`src/rtl/secuenciador_motores_pkg.sv`:
```
// -----------------------------------------------------------------------------
// secuenciador_pkg
// Shared definitions for the sequential motor timer: FSM state encoding,
// default build parameters and the channel-index width helper.
// -----------------------------------------------------------------------------
package secuenciador_pkg;

   localparam int DEF_N_CH    = 3;
   localparam int DEF_CNT_W   = 8;
   localparam int DEF_PRESC_W = 16;

   typedef enum logic [0:0] {
      ST_IDLE = 1'b0,
      ST_RUN  = 1'b1
   } state_t;

   // Width of a channel index; never narrower than one bit so N_CH=1 still works.
   function automatic int ch_w(input int n);
      int w;
      w = $clog2(n);
      return (w < 1) ? 1 : w;
   endfunction

endpackage

```
`src/rtl/secuenciador_motores_if.sv`:
```
// -----------------------------------------------------------------------------
// secuenciador_motores_if
// Control/status bundle of the motor sequencer.
//   master : drives start, abort, presc, dur; observes status
//   slave  : the sequencer; drives busy, motor_on, ch_idx, ch_done, done
// -----------------------------------------------------------------------------
interface secuenciador_motores_if
   import secuenciador_pkg::*;
#(
   parameter int N_CH    = DEF_N_CH,
   parameter int CNT_W   = DEF_CNT_W,
   parameter int PRESC_W = DEF_PRESC_W
);
   localparam int CH_W = ch_w(N_CH);

   logic                     start;
   logic                     abort;
   logic [PRESC_W-1:0]       presc;
   logic [N_CH*CNT_W-1:0]    dur;
   logic                     busy;
   logic [N_CH-1:0]          motor_on;
   logic [CH_W-1:0]          ch_idx;
   logic [N_CH-1:0]          ch_done;
   logic                     done;

   modport master (
      output start, abort, presc, dur,
      input  busy, motor_on, ch_idx, ch_done, done
   );

   modport slave (
      input  start, abort, presc, dur,
      output busy, motor_on, ch_idx, ch_done, done
   );
endinterface

```
`src/rtl/secuenciador_motores_prescaler_tick.sv`:
```
// -----------------------------------------------------------------------------
// prescaler_tick
// Divides the clock into time units of p_eff cycles.
//   clk, rst_n : clock, async active-low reset
//   clr        : synchronous counter clear (wins over en)
//   en         : count enable
//   p_eff      : cycles per unit (caller guarantees >= 1 while enabled)
//   tick       : high on the last cycle of each unit
// -----------------------------------------------------------------------------
module prescaler_tick
   import secuenciador_pkg::*;
#(
   parameter int PRESC_W = DEF_PRESC_W
) (
   input  logic               clk,
   input  logic               rst_n,
   input  logic               clr,
   input  logic               en,
   input  logic [PRESC_W-1:0] p_eff,
   output logic               tick
);
   logic [PRESC_W-1:0] cnt_r;
   logic               tick_s;

   assign tick_s = en && (cnt_r == (p_eff - PRESC_W'(1)));
   assign tick   = tick_s;

   // Cycle counter within the current unit, wrapping on tick.
   always_ff @(posedge clk or negedge rst_n) begin
      if (!rst_n) begin
         cnt_r <= '0;
      end else if (clr || tick_s) begin
         cnt_r <= '0;
      end else if (en) begin
         cnt_r <= cnt_r + PRESC_W'(1);
      end else begin
         cnt_r <= cnt_r;
      end
   end
endmodule

```
`src/rtl/secuenciador_motores.sv`:
```
// -----------------------------------------------------------------------------
// secuenciador_motores
// Sequential motor timer: on start, latches per-channel durations and the
// prescaler, then enables each nonzero channel's motor in index order for
// dur*p_eff cycles, with no gap and no overlap.
//   clk, rst_n : clock, async active-low reset
//   bus        : slave side of secuenciador_motores_if
//                (start/abort/presc/dur in; busy/motor_on/ch_idx/ch_done/done out)
// All outputs are registered.
// -----------------------------------------------------------------------------
module secuenciador_motores
   import secuenciador_pkg::*;
#(
   parameter int N_CH    = DEF_N_CH,
   parameter int CNT_W   = DEF_CNT_W,
   parameter int PRESC_W = DEF_PRESC_W
) (
   input  logic                   clk,
   input  logic                   rst_n,
   secuenciador_motores_if.slave  bus
);
   localparam int CH_W = ch_w(N_CH);

   state_t                state_r;
   logic [N_CH*CNT_W-1:0] dur_sh_r;
   logic [PRESC_W-1:0]    p_eff_r;
   logic [CH_W-1:0]       ch_r;
   logic [CNT_W-1:0]      unit_r;
   logic                  busy_r;
   logic [N_CH-1:0]       motor_on_r;
   logic [N_CH-1:0]       ch_done_r;
   logic                  done_r;

   logic                  run_s;
   logic                  tick_s;
   logic                  clr_s;
   logic                  chan_end_s;
   logic [CNT_W-1:0]      cur_dur_s;
   logic                  first_valid_s;
   logic [CH_W-1:0]       first_ch_s;
   logic                  next_valid_s;
   logic [CH_W-1:0]       next_ch_s;

   function automatic logic [N_CH-1:0] onehot(input logic [CH_W-1:0] idx);
      return N_CH'(1) << idx;
   endfunction

   assign run_s      = (state_r == ST_RUN);
   assign chan_end_s = run_s && tick_s && (unit_r == (cur_dur_s - CNT_W'(1)));
   assign clr_s      = !run_s || bus.abort || chan_end_s;

   prescaler_tick #(.PRESC_W(PRESC_W)) u_presc (
      .clk   (clk),
      .rst_n (rst_n),
      .clr   (clr_s),
      .en    (run_s),
      .p_eff (p_eff_r),
      .tick  (tick_s)
   );

   // Duration of the active channel, taken from the shadow copy.
   always_comb begin
      cur_dur_s = '0;
      for (int i = 0; i < N_CH; i++) begin
         if (CH_W'(i) == ch_r) begin
            cur_dur_s = dur_sh_r[i*CNT_W +: CNT_W];
         end else begin
            cur_dur_s = cur_dur_s;
         end
      end
   end

   // Priority searches: lowest nonzero channel of the live inputs (for start)
   // and lowest nonzero shadow channel above the current one (for handover).
   // Descending loops let the lowest matching index win.
   always_comb begin
      first_valid_s = 1'b0;
      first_ch_s    = '0;
      next_valid_s  = 1'b0;
      next_ch_s     = '0;
      for (int i = N_CH - 1; i >= 0; i--) begin
         if (bus.dur[i*CNT_W +: CNT_W] != '0) begin
            first_valid_s = 1'b1;
            first_ch_s    = CH_W'(i);
         end else begin
            first_valid_s = first_valid_s;
         end
         if ((i > int'(ch_r)) && (dur_sh_r[i*CNT_W +: CNT_W] != '0)) begin
            next_valid_s = 1'b1;
            next_ch_s    = CH_W'(i);
         end else begin
            next_valid_s = next_valid_s;
         end
      end
   end

   // Sequencer FSM with unit counter, shadow registers and registered outputs.
   always_ff @(posedge clk or negedge rst_n) begin
      if (!rst_n) begin
         state_r    <= ST_IDLE;
         dur_sh_r   <= '0;
         p_eff_r    <= '0;
         ch_r       <= '0;
         unit_r     <= '0;
         busy_r     <= 1'b0;
         motor_on_r <= '0;
         ch_done_r  <= '0;
         done_r     <= 1'b0;
      end else begin
         ch_done_r <= '0;
         done_r    <= 1'b0;
         case (state_r)
            ST_IDLE: begin
               unit_r <= '0;
               if (bus.start && !bus.abort) begin
                  dur_sh_r <= bus.dur;
                  p_eff_r  <= (bus.presc == '0) ? PRESC_W'(1) : bus.presc;
                  if (first_valid_s) begin
                     state_r    <= ST_RUN;
                     ch_r       <= first_ch_s;
                     motor_on_r <= onehot(first_ch_s);
                     busy_r     <= 1'b1;
                  end else begin
                     // Nothing to run: report completion without going busy.
                     done_r <= 1'b1;
                  end
               end
            end
            ST_RUN: begin
               if (bus.abort) begin
                  state_r    <= ST_IDLE;
                  ch_r       <= '0;
                  unit_r     <= '0;
                  busy_r     <= 1'b0;
                  motor_on_r <= '0;
               end else if (chan_end_s) begin
                  ch_done_r <= onehot(ch_r);
                  unit_r    <= '0;
                  if (next_valid_s) begin
                     ch_r       <= next_ch_s;
                     motor_on_r <= onehot(next_ch_s);
                  end else begin
                     state_r    <= ST_IDLE;
                     ch_r       <= '0;
                     busy_r     <= 1'b0;
                     motor_on_r <= '0;
                     done_r     <= 1'b1;
                  end
               end else if (tick_s) begin
                  unit_r <= unit_r + CNT_W'(1);
               end else begin
                  unit_r <= unit_r;
               end
            end
            default: begin
               state_r    <= ST_IDLE;
               ch_r       <= '0;
               unit_r     <= '0;
               busy_r     <= 1'b0;
               motor_on_r <= '0;
            end
         endcase
      end
   end

   assign bus.busy     = busy_r;
   assign bus.motor_on = motor_on_r;
   assign bus.ch_idx   = ch_r;
   assign bus.ch_done  = ch_done_r;
   assign bus.done     = done_r;
endmodule
```
`src/flat_wrapper.sv`:
```
// flat-port wrapper written by rule: the top's interface ports become plain ports
module secuenciador_motores_flat import secuenciador_pkg::*;
#(
   parameter int N_CH    = DEF_N_CH,
   parameter int CNT_W   = DEF_CNT_W,
   parameter int PRESC_W = DEF_PRESC_W
)
  (clk, rst_n, bus_start, bus_abort, bus_presc, bus_dur, bus_busy, bus_motor_on, bus_ch_idx, bus_ch_done, bus_done);
  secuenciador_motores_if #(.N_CH(N_CH), .CNT_W(CNT_W), .PRESC_W(PRESC_W)) bus_i ();
  input  logic clk;
  input  logic rst_n;
  input wire logic [$bits(bus_i.start)-1:0] bus_start;
  input wire logic [$bits(bus_i.abort)-1:0] bus_abort;
  input wire logic [$bits(bus_i.presc)-1:0] bus_presc;
  input wire logic [$bits(bus_i.dur)-1:0] bus_dur;
  output wire logic [$bits(bus_i.busy)-1:0] bus_busy;
  output wire logic [$bits(bus_i.motor_on)-1:0] bus_motor_on;
  output wire logic [$bits(bus_i.ch_idx)-1:0] bus_ch_idx;
  output wire logic [$bits(bus_i.ch_done)-1:0] bus_ch_done;
  output wire logic [$bits(bus_i.done)-1:0] bus_done;
  assign bus_i.start = bus_start;
  assign bus_i.abort = bus_abort;
  assign bus_i.presc = bus_presc;
  assign bus_i.dur = bus_dur;
  assign bus_busy = bus_i.busy;
  assign bus_motor_on = bus_i.motor_on;
  assign bus_ch_idx = bus_i.ch_idx;
  assign bus_ch_done = bus_i.ch_done;
  assign bus_done = bus_i.done;
  secuenciador_motores #(.N_CH(N_CH), .CNT_W(CNT_W), .PRESC_W(PRESC_W)) u_core (.clk(clk), .rst_n(rst_n), .bus(bus_i));
endmodule
```
`config.mk`:
```
export PLATFORM = sky130hd
export DESIGN_NAME = secuenciador_motores_flat
export DESIGN_NICKNAME = d
export VERILOG_FILES = /design/src/rtl/secuenciador_motores_pkg.sv /design/src/rtl/secuenciador_motores_if.sv /design/src/rtl/secuenciador_motores_prescaler_tick.sv /design/src/rtl/secuenciador_motores.sv /design/src/flat_wrapper.sv
export SDC_FILE = /design/constraint.sdc
export NUM_CORES = 1
export LEC_CHECK = 0
export BUFFER_PORTS_ARGS = -buffer_cell sky130_fd_sc_hd__buf_4
export CAP_MARGIN = 15
export CORE_ASPECT_RATIO = 1.2
export CORE_UTILIZATION = 55
export CTS_CLUSTER_SIZE = 14
export DETAILED_ROUTE_END_ITERATION = 6
export PLACE_DENSITY_LB_ADDON = 0.25
export RECOVER_POWER = 100
export SLEW_MARGIN = 20
export SYNTH_ARGS = -nofsm -noshare
export SYNTH_HDL_FRONTEND = slang
export SYNTH_HIERARCHICAL = 1
export SYNTH_SLANG_ARGS = --single-unit
```
`constraint.sdc`:
```
create_clock -name clk -period 8.8 [get_ports clk]
set_input_delay 0.88 -clock clk [delete_from_list [all_inputs] [get_ports clk]]
set_output_delay 0.88 -clock clk [all_outputs]
set_load 0.02 [all_outputs]
```
======== After elaboration in Yosys (flattened, before gate mapping) ========
Cells that the tools add are included.
cells by class
  mux-type cells .......................... 53
  shifts and indexed selects .............. 3
  $lt $le $gt $ge ......................... 2
  reduce and logical (&&, ||, !) cells .... 22
  add/sub/neg operators ................... 4
  equal/unequal tests ..................... 9
  bitwise operators ....................... 1
operator list
  operator                                            count
  2-to-1 mux 16 bit                                   3
  2-to-1 mux 8 bit                                    6
  nonzero test 8 bit                                  5
  2-to-1 mux 3 bit                                    8
  2-to-1 mux 1 bit                                    20
  2-to-1 mux 2 bit                                    10
  adder 16 x 1 -> 16 bit, second input constant       1
  equality test 16 bit                                1
  zero test 16 bit                                    1
  case mux 8 bit (2 select lines)                     1
  subtractor 16 x 1 -> 16 bit, second input constant  1
  << shifter 1 x 2 -> 3 bit, first input constant     3
  adder 8 x 1 -> 8 bit, second input constant         1
  equality test 8 bit                                 1
  subtractor 8 x 1 -> 8 bit, second input constant    1
  logical AND 1 bit                                   6
  != test 3 bit, second input constant                2
  case mux 1 bit (2 select lines)                     3
  case mux 3 bit (2 select lines)                     1
  != test 2 x 1 -> 1 bit, second input constant       2
  != test 4 bit, second input constant                1
  case mux 2 bit (2 select lines)                     1
  AND reduction 4 bit                                 1
  logical OR 1 bit                                    3
  other kinds (10)                                    11
word-level totals
  bits of input ports ..................... 44
  output and inout port bits .............. 10
  register bits ........................... 75
  word-level logic and storage cells ...... 104

======== Depth between registers and ports, before layout ========
Gate-level depths: netlist (run 1).
  word-level depth ........................ 10
  depth in mapped cells ................... 18
  gate-level depth less buffers ........... 13

======== Modules after synthesis ========
Netlist (run 1), hierarchy kept.
by module, submodules not included
  module                sequential area each (sq um)  times used  area each (sq um)  cells an instance
  secuenciador_motores  1451.4                        1           2939.1             250
  prescaler_tick        400.4                         1           1420.1             157

======== Worst setup path after synthesis (run 1) ========
OpenSTA, ideal clock, no wires.
  kind .................................... reg-to-reg
  start point ............................. register u_core.p_eff_r[0]
  end point ............................... register u_core.u_presc.cnt_r[1]
  clock period less this slack ............ 4261 ps
  path buffers ............................ 5
  slack ................................... 4539 ps
  arrival time ............................ 4110 ps
  setup time .............................. 150 ps
  cell stages (with the launch flop) ...... 19
  data required time ...................... 8650 ps
  cell sequence ........................... dfrtp_1 > inv_1 > ha_1 > nor3b_4 > a21oi_1 > or3_2 > nor4_1 > and4_1 > buf_6 > buf_12 > clkbuf_1 > nand3_1 > nor3_1 > nand4_1 > a21o_1 > nand2_1 > buf_1 > clkbuf_1 > nor3_1
on the way
  longest elaborated chain between the ends .. 8
  elaborated cells between the ends (all ways) .. 9
  those cells by class .................... 1 x add/sub; 1 x eq/ne; 1 x mux; 6 x reduce/logical
RTL lines
  item                                                            line                                       source
  from (decl)                                                     secuenciador_motores.sv:26                 logic [PRESC_W-1:0] p_eff_r;
  from (signal assigned)                                          secuenciador_motores.sv:117                p_eff_r <= (bus.presc == '0) ? PRESC_W'(1) : bus.presc;
  subtractor 16 x 1 -> 16 bit *                                   secuenciador_motores_prescaler_tick.sv:25  assign tick_s = en && (cnt_r == (p_eff - PRESC_W'(1)));
  equality test 16 bit *                                          secuenciador_motores_prescaler_tick.sv:25
  logical AND 1 bit *                                             secuenciador_motores_prescaler_tick.sv:25
  via u_core.tick_s                                               secuenciador_motores.sv:35                 logic tick_s;
  logical AND 1 bit * (2 in series)                               secuenciador_motores.sv:49                 assign chan_end_s = run_s && tick_s && (unit_r == (cur_dur_s - CNT_W'(1)));
  logical OR 1 bit *                                              secuenciador_motores.sv:50                 assign clr_s = !run_s || bus.abort || chan_end_s;
  via u_core.clr_s                                                secuenciador_motores.sv:36                 logic clr_s;
  logical OR 1 bit *                                              secuenciador_motores_prescaler_tick.sv:32  end else if (clr || tick_s) begin
  2-to-1 mux 16 bit / nonzero test 2 bit (equally long branches)  --
  to (signal assigned)                                            secuenciador_motores_prescaler_tick.sv:35  cnt_r <= cnt_r + PRESC_W'(1);
  to (signal assigned)                                            secuenciador_motores_prescaler_tick.sv:37  cnt_r <= cnt_r;
  to (decl)                                                       secuenciador_motores_prescaler_tick.sv:22  logic [PRESC_W-1:0] cnt_r;
The timed path passes the listed nets; every way through them passes the cells marked *.
A chain may end at the register's enable or synchronous reset.

======== Final worst setup path (run 1) ========
  start point ............................. register u_core.p_eff_r[0]
  end point ............................... register u_core.u_presc.cnt_r[3]
The elaborated chain is that of the path after synthesis.

==> results of run 1 <==
[flip-flops by register name, summed over array words and instances (netlist names)]
| register | count |
|---|---|
| u_core/p_eff_r | 16 |
| u_core/bus.ch_done | 3 |
| u_core/bus.done | 1 |
| u_core/bus.busy | 1 |
| u_core/bus.motor_on | 3 |
| u_core/unit_r | 8 |
| u_core/dur_sh_r | 24 |
| u_core/run_s | 1 |
| u_core/bus.ch_idx | 1 |
| u_core/u_presc/cnt_r | 16 |
[final cells by class]
cell class,count,area [µm²],area share (%)
multi-input cells,307,2290,46.8
flip-flops and latches,74,1850,37.7
repair buffers,54,357,7.27
clock inverters,6,138,2.81
clock buffers,10,128,2.60
well taps,92,115,2.35
inverters,6,22.5,0.459
[cell usage after synthesis, types with 3 or more instances]
library cell	instances
nand4_1	9
mux2_1	18
buf_6	4
nor3_2	8
a21oi_1	11
xnor2_1	25
nand3_1	13
mux2i_1	10
o21a_1	3
inv_1	6
dfrtp_1	74
nand2_1	22
nor2_1	22
xor2_1	27
and3_1	3
ha_1	4
clkbuf_1	10
o21ai_1	3
nor4_1	22
nand2b_1	8
nor2b_1	3
nand3b_1	5
mux2_2	21
o21ai_0	5
buf_2	3
nor3_1	17
[logic make-up (layout without fill, tap and decap cells)]
family / Yosys count / after routing / share of synthesized area (%)
fa+ha+maj: 4 / 4 / 1.15
buf+inv: 26 / 76 / 3.47
flops: 74 / 74 / 42.5
simple gates: 151 / 151 / 20.7
compound gates: 49 / 49 / 8.64
mux: 50 / 50 / 12.7
xor+xnor: 53 / 53 / 10.8
[layer usage]
layer,up-vias,part of all wire (%),track usage [%]
li1,1579,-,-
met1,1654,40,27.9
met2,83,53,44.2
met3,22,3.5,4.56
met4,0,3.8,15.6
met5,-,0,0
[worst paths after layout]
check | start | endpoint | slack (ps) | cells after the start
worst max-delay path | u_core/p_eff_r[0]$_DFFE_PN0P_ | u_core/u_presc/cnt_r[3]$_DFFE_PN0P_ | 3660 | 13
worst min-delay path | u_core/dur_sh_r[5]$_DFFE_PN0P_ | u_core/dur_sh_r[5]$_DFFE_PN0P_ | 510 | 1
worst max register to register | u_core/p_eff_r[0]$_DFFE_PN0P_ | u_core/u_presc/cnt_r[3]$_DFFE_PN0P_ | 3660 | 13
worst min register to register | u_core/dur_sh_r[5]$_DFFE_PN0P_ | u_core/dur_sh_r[5]$_DFFE_PN0P_ | 510 | 1
max in group asynchronous | rst_n | u_core/p_eff_r[4]$_DFFE_PN0P_ | 4780 | 1
min in group asynchronous | rst_n | u_core/p_eff_r[1]$_DFFE_PN0P_ | 1860 | 1
[worst max-delay path: cells and delay by family (launching register included)]
kind	cells	cell delay (ps)
buffers and inverters	1	80
and+or+nand+nor	9	3840
adders and majority gates	1	210
DFF	1	450
AOI/OAI and AO/OA	2	380
[per-stage QoR]
step	util [%]	worst slack (ps)	hold WS [ps]	power, mW	cell area [µm²]
detailed placement	62.1	3980	496	0.686	4760
global placement	62.1	4220	477	0.676	4760
CTS	65.6	3910	514	1.04	5020
global route	64.0	3250	533	1.07	4910
floorplan	-	4540	480	0.610	4360
finish	64.0	3660	513	1.02	4910
[power breakdown]
group | total [mW] | internal, mW | switching, mW
logic | 0.231 | 0.114 | 0.117
registers | 0.443 | 0.384 | 0.0585
clock network | 0.351 | 0.219 | 0.133
==> results by group, run 1 <==
Synth
  • Yosys top cell area share: 42.5%
  • EDFF count, synth: 0
  • Synthesized instance count: a little over 400
  • Yosys warnings: 6
  • Largest cells by area after synthesis: dfrtp_1 (42%), mux2_2 (5.4%), xor2_1 (5.4%)
  • Syn Nets: 455
  • Post-synth ARST share: 100%
  • Mapped cell area: 4360 µm²
  • Post-synthesis sequential area ratio: 42.5%
  • Area leader, netlist: dfrtp_1
  • Synth cell types: 67
  • Main flop type after synthesis: dfrtp_1
  • Yosys reg bits: 74
  • Mean Syn Cell Area: 10.7 µm²

STA
  • Setup TNS: 0 ps
  • Final hold vios: 0
  • Slew Viols, Final: 97
  • Slew headroom: -157%
  • Final Cycle Share: 58.4%
  • Max Clock Freq: 0.195 GHz
  • Setup violators final: 0
  • RSZ-0062 raised after global routing: false
  • Crit path time final: 5140 ps
  • Clk_skew: 9.16 ps
  • Measured slew at the worst slew-check pin: a little under 4000 ps

Clock tree
  • CTS tree: built
  • Clk sink count: 74
  • CTS resizes: 0
  • CTS buffer count: 9
  • Total setup buffers inserted after CTS: 0
  • Htree depth: 3
  • Clk_lat worst skew: between 300 and 400 ps
  • CTS root buffer: clkbuf_8
  • CTS Hold Bufs: 0
  • Clk buf depth: 2
  • Reg clk slew, reported paths: about 80 ps

Layout
  • Area Growth Syn to Fin: 12.5%
  • Filler cells: 635
  • Layout cells sized above 1: around a fifth
  • Leading cell type in the layout, fill and taps excluded: dfrtp_1
  • Finished Layout Cells: ~550
  • Final Net Count: 500
  • # diodes: 0
  • Most frequent cells in the layout: dfrtp_1 (74), buf_4 (41), xor2_1 (27)

Route
  • Drt first pass iters: 4
  • Final WL: about 10000 µm
  • Vias per inst: 6.08
  • Via Count: 3338
  • # DRC: 0
  • Post-route ant nets: 0
  • Initial DRC count: 112
  • Wirelength per Cell: around 18 µm

Flow run
  • MaxCap Viol Count: 2

Min path
  • Hold Path Class: reg -> reg

Critical path
  • WS Path Type: reg -> reg
  • Crit path capture type: flop
  • Max stage delay on crit path: 870 ps
  • Critical path fanouts, max: 25
  • Crit path cell chain: inv_1 -> ha_1 -> nor3b_1 -> a21oi_1 -> or3_2 -> nor4_1 -> and4_1 -> nand3_1 -> nor3_1 -> nand4_1 -> a21o_1 -> nand2_1 -> nor3_1
  • CP startpoint kind: flop
  • CP required: 8990 ps
  • Crit path arrival time: 5320 ps
  • Max stage delay cell, worst path: nor3b_1
  • Crit-path most repeated cell: nor3_1

Pwr
  • PwrDens: 209 nW/µm²
  • LEAKAGE: 1.96 nW
  • Max VDD drop: roughly 0.15 mV

Placed design
  • Placed instance count: 533
  • Hpwl dp: 7290 µm
  • Port Buffers: 53
  • GP Congestion: 0.906

Floorplan
  • Initial core utilization: a little under three fifths
  • Floorplan row count: 35
  • Die area: 8290 µm²
  • # IOs: 54
  • Area of the core: 7660 µm²
  • Die Span X: around 83 µm
  • Die H: 99.5 µm

Global route
  • Overflow after GRT: 0
  • Vias in the first global route: 3349
  • First-pass GRT wire length: approximately 16000 µm
  • Total track usage: 25.0%
  • Initial antenna violation count: 0
  • Largest net degree at the start of global routing: 75

Status
  • Failing checks: capacitance limit, slew limit
  • Outcome: finished, violations left
Power figures use the tool's default switching activity.
==> inputs of run 2 (changes only) <==
==> constraint.sdc (replaced) <==
create_clock -name clk -period 4.9 [get_ports clk]
set_input_delay 0.49 -clock clk [delete_from_list [all_inputs] [get_ports clk]]
set_output_delay 0.49 -clock clk [all_outputs]
set_load 0.02 [all_outputs]
==> run 2 against run 1 <==
The flow still finishes with violations (capacitance limit, slew limit). Worst hold slack lost 170 ps. Combinational power rose by 80%. Non-clock buffer count up 2. Critical path type unchanged. Largest power group unchanged.
==> results by group, run 2 (synthesis results as in run 1) <==
Critical path
  • Max stage delay on crit path: 470 ps
  • Worst R2R Path Depth: 15
  • Reg2reg start: u_core/p_eff_r[0]$_DFFE_PN0P_
  • Crit-path most repeated cell: nor3_1
  • Crit path cell chain: inv_1 -> ha_1 -> nor3b_4 -> a21oi_1 -> or3_2 -> nor4_1 -> and4_1 -> buf_4 -> nand3_1 -> nor3_1 -> nand4_1 -> a21o_1 -> nand2_1 -> clkbuf_2 -> nor3_1
  • Crit path arrival time: 4210 ps
  • Max stage delay cell, worst path: or3_2
  • CP startpoint kind: flop
  • WS Path Type: reg -> reg
  • FF-to-FF End: u_core/u_presc/cnt_r[13]$_DFFE_PN0P_
  • CP required: a little over 5000 ps
  • Crit path capture type: flop
  • Critical path fanouts, max: 25
  • CP top delay family: simple AND/OR/NAND/NOR gates
  • Worst reg2reg setup slack: about 910 ps
  • Crit path buf inv count: 3

Clock tree
  • Clk buf depth: 2
  • Total setup buffers inserted after CTS: 0
  • CTS resizes: 0
  • CTS Hold Bufs: 0
  • Reg clk slew, reported paths: 80 ps
  • CTS buffer count: 9
  • CTS tree: built
  • Clk sink count: 74
  • CTS root buffer: clkbuf_8
  • Htree depth: 3
  • Clk_lat worst skew: 350 ps

Layout
  • Filler cells: 647
  • Regs by FF count: u_core/dur_sh_r x24, u_core/p_eff_r x16, u_core/u_presc/cnt_r x16
  • Layout cells sized above 1: 21.1%
  • Area Growth Syn to Fin: 12.5%
  • Number of flip-flops under the largest register name: 24
  • Most flops, register: u_core/dur_sh_r
  • Multi-input gate area: 2310 µm²
  • Most frequent cells in the layout: dfrtp_1 (74), buf_4 (43), xor2_1 (27)
  • # diodes: 0
  • Sequential cell area: roughly 1900 µm²
  • Final Net Count: around 500
  • Leading cell type in the layout, fill and taps excluded: dfrtp_1

Global route
  • Busiest grt layer: met2
  • Met3 usage: 3.82%
  • Met1 Use GR: approximately 29%
  • First-pass GRT wire length: 16300 µm
  • Overflow after GRT: 0
  • Initial antenna violation count: 0
  • Vias in the first global route: 3466
  • Total track usage: about a quarter
  • M2 GR Usage: 45.1%
  • Largest net degree at the start of global routing: 75

STA
  • Setup TNS: 0 ps
  • Final Cycle Share: 81.4%
  • Slew Viols, Final: 103
  • Final hold vios: 0
  • Hold slack: 344 ps
  • Measured slew at the worst slew-check pin: 3920 ps
  • Clk_skew: 10.7 ps
  • Slew headroom: -161%
  • Setup violators final: 0
  • RSZ-0062 raised after global routing: false
  • Crit path time final: 3990 ps
  • Max Clock Freq: 0.251 GHz

Route
  • Via Count: between 3000 and 4000
  • Final WL: 9640 µm
  • Post-route ant nets: 0
  • Initial DRC count: between 100 and 150
  • Vias per inst: 5.99
  • # DRC: 0
  • Wirelength per Cell: roughly 17 µm
  • Drt first pass iters: 4

Status
  • Outcome: finished, violations left
  • Failing checks: capacitance limit, slew limit

Pwr
  • Max VDD drop: 0.212 mV
  • Pwr Total: 1.77 mW
  • Sw frac: 31.9%
  • Internal Power: about 1.2 mW
  • Comb pwr share: 23.5%
  • Clock network power share: approximately a third
  • Sequential share of power: 44.9%
  • LEAKAGE: 1.96 nW
  • Switching pwr: 0.563 mW
  • PwrDens: around 360 nW/µm²

Min path
  • Worst Hold Endpoint: u_core/bus.busy$_DFFE_PN0P_
  • Hold path depth: 2
  • Min-delay src: bus_abort
  • Hold Path Class: in -> reg

Floorplan
  • Die H: 99.5 µm
  • Initial core utilization: 56.9%
  • Die area: slightly above 8000 µm²
  • Area of the core: 7660 µm²
  • Die Span X: 83.3 µm
  • # IOs: between 50 and 60
  • Floorplan row count: 35

Flow run
  • MaxCap Viol Count: 2

Placed design
  • GP Congestion: 0.915
  • Hpwl dp: 7100 µm
  • Port Buffers: 53
run 2: cell count changes in the layout (fill, tap and decap cells not counted):
cell	change
bufinv_16	-2
buf_4	+2
clkinvlp_4	+1
mux2_1	-1
inv_8	+1
nor3b_4	+1
clkbuf_8	+1
clkbuf_2	+1
mux2_2	+1
nor3b_1	-1
clkbuf_1	-2
run 2: worst max path at each step:
stage                                  start                              endpoint  slack (ps)  cells past startpoint
3_5_place_dp   u_core/p_eff_r[0]$_DFFE_PN0P_  u_core/u_presc/cnt_r[13]$_DFFE_PN0P_        1040                     15
4_1_cts        u_core/p_eff_r[0]$_DFFE_PN0P_  u_core/u_presc/cnt_r[13]$_DFFE_PN0P_        1010                     15
5_1_grt                                rst_n       u_core/dur_sh_r[10]$_DFFE_PN0P_         380                      1
6_report       u_core/p_eff_r[0]$_DFFE_PN0P_  u_core/u_presc/cnt_r[13]$_DFFE_PN0P_         910                     15
2_1_floorplan  u_core/p_eff_r[0]$_DFFE_PN0P_   u_core/u_presc/cnt_r[1]$_DFFE_PN0P_         640                     18
3_3_place_gp   u_core/p_eff_r[0]$_DFFE_PN0P_  u_core/u_presc/cnt_r[15]$_DFFE_PN0P_        1170                     15
run 2: through the flow:
step,worst slack [ps],cell area (µm²),cells,util (%)
floorplan,639,4360,407,-
global placement,1170,4770,535,62.3
detailed placement,1040,4770,535,62.3
CTS,1010,5010,551,65.3
global route,382,4900,551,64.0
finish,911,4900,551,64.0
run 2: power by group through the flow:
stage / Clock, mW / Sequential, mW / Combinational [mW]
after global routing: 0.591 / 0.810 / 0.455
after CTS: 0.571 / 0.794 / 0.425
after detailed placement: 0 / 0.807 / 0.422
final: 0.558 / 0.794 / 0.415
after floorplan: 0 / 0.768 / 0.327
after global placement: 0 / 0.803 / 0.413
run 2: layout make-up:
type / instances / area share [%]
well taps: 92 / 2.35
repair buffers: 56 / 7.61
inverters: 6 / 0.459
clock buffers: 10 / 2.81
clock inverters: 6 / 1.97
flip-flops and latches: 74 / 37.8
multi-input cells: 307 / 47.0
run 2: worst register-to-register path, cell delays in order, from the launching register on:
cell,delay (ps)
dfrtp_1,450
inv_1,90
ha_1,230
nor3b_4,380
a21oi_1,110
or3_2,470
nor4_1,260
and4_1,220
buf_4,280
nand3_1,110
nor3_1,280
nand4_1,120
a21o_1,240
nand2_1,90
clkbuf_2,390
nor3_1,140
run 2: layer usage:
| layer | vias up | wire [µm] |
|---|---|---|
| li1 | 1581 | - |
| met1 | 1618 | 3970 |
| met2 | 85 | 5100 |
| met3 | 14 | 381 |
| met4 | 0 | 182 |
| met5 | - | 0 |
==> inputs of run 3 (changes only) <==
--- a/config.mk
+++ b/config.mk
@@ -8,7 +8,7 @@
 export BUFFER_PORTS_ARGS = -buffer_cell sky130_fd_sc_hd__buf_4
 export CAP_MARGIN = 15
 export CORE_ASPECT_RATIO = 1.2
-export CORE_UTILIZATION = 55
+export CORE_UTILIZATION = 53
 export CTS_CLUSTER_SIZE = 14
 export DETAILED_ROUTE_END_ITERATION = 6
 export PLACE_DENSITY_LB_ADDON = 0.25
==> constraint.sdc (replaced) <==
create_clock -name clk -period 3.55 [get_ports clk]
set_input_delay 0.355 -clock clk [delete_from_list [all_inputs] [get_ports clk]]
set_output_delay 0.355 -clock clk [all_outputs]
set_load 0.02 [all_outputs]
==> run 3 against run 2 <==
The run ends with DRC, capacitance limit, slew limit left. Highest routed layer unchanged. Worst setup slack got worse by 640 ps. Via count increased by 0.18%. Critical endpoint is now u_core/u_presc/cnt_r[8]$_DFFE_PN0P_. Worst hold slack got worse by 120 ps. First-iteration DRC count decreased by 21%. Critical path type unchanged. Combinational power increased by 44%. Clock-buffer cell count decreased by 1. Die area increased by 3.7%. Largest power group unchanged.
==> results by group, run 3 (synthesis results as in run 1) <==
Clock tree
  • Reg clk slew, reported paths: 80 ps
  • CTS resizes: 0
  • CTS root buffer: clkbuf_8
  • Clk_lat worst skew: 350 ps
  • Clk sink count: 74
  • Clk buf depth: 2
  • CTS buffer count: 9
  • Htree depth: 3
  • CTS tree: built

Floorplan
  • Die area: 8590 µm²
  • Die H: 101 µm
  • # IOs: 54
  • Area of the core: 7840 µm²
  • Die Span X: about 85 µm
  • Initial core utilization: 55.6%
  • Floorplan row count: 35

STA
  • Final hold vios: 0
  • Max Clock Freq: 0.305 GHz
  • Setup TNS: 0 ps
  • Final Cycle Share: 92.5%
  • Hold slack: 223 ps
  • Setup violators final: 0
  • Clk_skew: slightly above 9 ps
  • RSZ-0062 raised after global routing: false
  • Measured slew at the worst slew-check pin: 2190 ps
  • Crit path time final: about 3300 ps
  • Slew headroom: -46.6%
  • Slew Viols, Final: 104

Critical path
  • Critical path fanouts, max: 16
  • Crit path cell chain: or4_4 -> nor2_1 -> o2111ai_1 -> a2111oi_0 -> and4_1 -> nand3_1 -> nor3_2 -> nand4_1 -> a21o_1 -> nand2_2 -> buf_12 -> nor3_1
  • Max stage delay on crit path: 560 ps
  • Crit path arrival time: 3510 ps
  • Reg2reg start: u_core/p_eff_r[2]$_DFFE_PN0P_
  • Crit path buf inv count: 1
  • CP required: 3780 ps
  • CP top delay family: simple AND/OR/NAND/NOR gates
  • Worst reg2reg setup slack: 270 ps
  • Crit path capture type: flop
  • CP startpoint kind: flop
  • WS Path Type: reg -> reg
  • Worst R2R Path Depth: 12
  • Max stage delay cell, worst path: or4_4
  • FF-to-FF End: u_core/u_presc/cnt_r[8]$_DFFE_PN0P_

Layout
  • Sequential cell area: 1850 µm²
  • Layout cells sized above 1: 23.1%
  • Filler cells: about 650
  • Number of flip-flops under the largest register name: 24
  • Core Util, Final: 63.0%
  • Area Growth Syn to Fin: 13.2%
  • Multi-input gate area: 2320 µm²
  • Final Net Count: ~500
  • Most flops, register: u_core/dur_sh_r
  • # diodes: 0
  • Regs by FF count: u_core/dur_sh_r x24, u_core/p_eff_r x16, u_core/u_presc/cnt_r x16
  • Leading cell type in the layout, fill and taps excluded: dfrtp_1
  • Most frequent cells in the layout: dfrtp_1 (74), buf_4 (48), xor2_1 (27)
  • Finished Layout Cells: about 560

Placed design
  • Hpwl dp: approximately 7100 µm
  • Port Buffers: 53
  • Placed instance count: between 500 and 600
  • GP Congestion: 0.872

Status
  • Outcome: finished, violations left
  • Failing checks: DRC, capacitance limit, slew limit

Route
  • Vias per inst: 5.95
  • Post-route ant nets: 0
  • Drt first pass iters: 6
  • Via Count: approximately 3300
  • Initial DRC count: roughly 120
  • Wirelength per Cell: 17.3 µm
  • Final WL: 9580 µm
  • # DRC: 3

Global route
  • Overflow after GRT: 0
  • First-pass GRT wire length: 16200 µm
  • Vias in the first global route: 3445
  • Largest net degree at the start of global routing: between 70 and 80
  • Total track usage: 24.3%
  • Initial antenna violation count: 0

Pwr
  • Switching pwr: between 0.7 and 0.8 mW
  • Sequential share of power: a little under half
  • PwrDens: 476 nW/µm²
  • Pwr Total: around 2.3 mW
  • Sw frac: 32.7%
  • Max VDD drop: 0.307 mV
  • Comb pwr share: 25.5%
  • Internal Power: 1.58 mW
  • Clock network power share: 28.3%
  • LEAKAGE: 1.98 nW

Min path
  • Hold path depth: 2
  • Hold Path Class: in -> reg
  • Min-delay src: bus_presc[6]
  • Worst Hold Endpoint: u_core/p_eff_r[6]$_DFFE_PN0P_

Flow run
  • MaxCap Viol Count: 2
## run 3: metal layers
| metal | wire length (µm) | global-route usage, % |
|---|---|---|
| met1 | 4050 | 27.6 |
| met2 | 5100 | 46.2 |
| met3 | 256 | 4.07 |
| met4 | 160 | 8.74 |
| met5 | 0 | 0 |
## run 3: worst max-delay path by stage
stage,start,depth (start not counted),slack (ps),end
global route,u_core/p_eff_r[0]$_DFFE_PN0P_,14,40,u_core/u_presc/cnt_r[5]$_DFFE_PN0P_
CTS,u_core/p_eff_r[0]$_DFFE_PN0P_,14,40,u_core/u_presc/cnt_r[13]$_DFFE_PN0P_
floorplan,u_core/p_eff_r[0]$_DFFE_PN0P_,18,50,u_core/u_presc/cnt_r[1]$_DFFE_PN0P_
detailed placement,u_core/p_eff_r[0]$_DFFE_PN0P_,14,70,u_core/u_presc/cnt_r[11]$_DFFE_PN0P_
global placement,u_core/p_eff_r[0]$_DFFE_PN0P_,14,260,u_core/u_presc/cnt_r[15]$_DFFE_PN0P_
finish,u_core/p_eff_r[2]$_DFFE_PN0P_,12,270,u_core/u_presc/cnt_r[8]$_DFFE_PN0P_
## run 3: power groups by stage
stage                     logic [mW]  registers (mW)  clock network (mW)
after CTS                      0.610            1.08               0.677
after detailed placement       0.606            1.10                   0
after global placement         0.594            1.09                   0
after floorplan                0.460            1.06                   0
after global routing           0.656            1.10               0.720
final                          0.599            1.08               0.665
## run 3: final cells by class
class / instances / area share [%]
multi-input cells: 307 / 47.0
well taps: 92 / 2.33
clock inverters: 7 / 1.57
flip-flops and latches: 74 / 37.5
clock buffers: 9 / 2.51
repair buffers: 60 / 8.57
inverters: 6 / 0.456
## run 3: what timing repair did
item                       4_1_cts  5_1_grt
hold buffers                     0        0
setup buffers                    0        1
setup endpoints to repair        0       31
## run 3: through the flow
stage	worst slack [ps]	area, µm²
5_1_grt	35.9	4930
2_1_floorplan	49.6	4410
3_5_place_dp	71.2	4820
4_1_cts	44.4	5020
6_report	267	4930
3_3_place_gp	263	4820
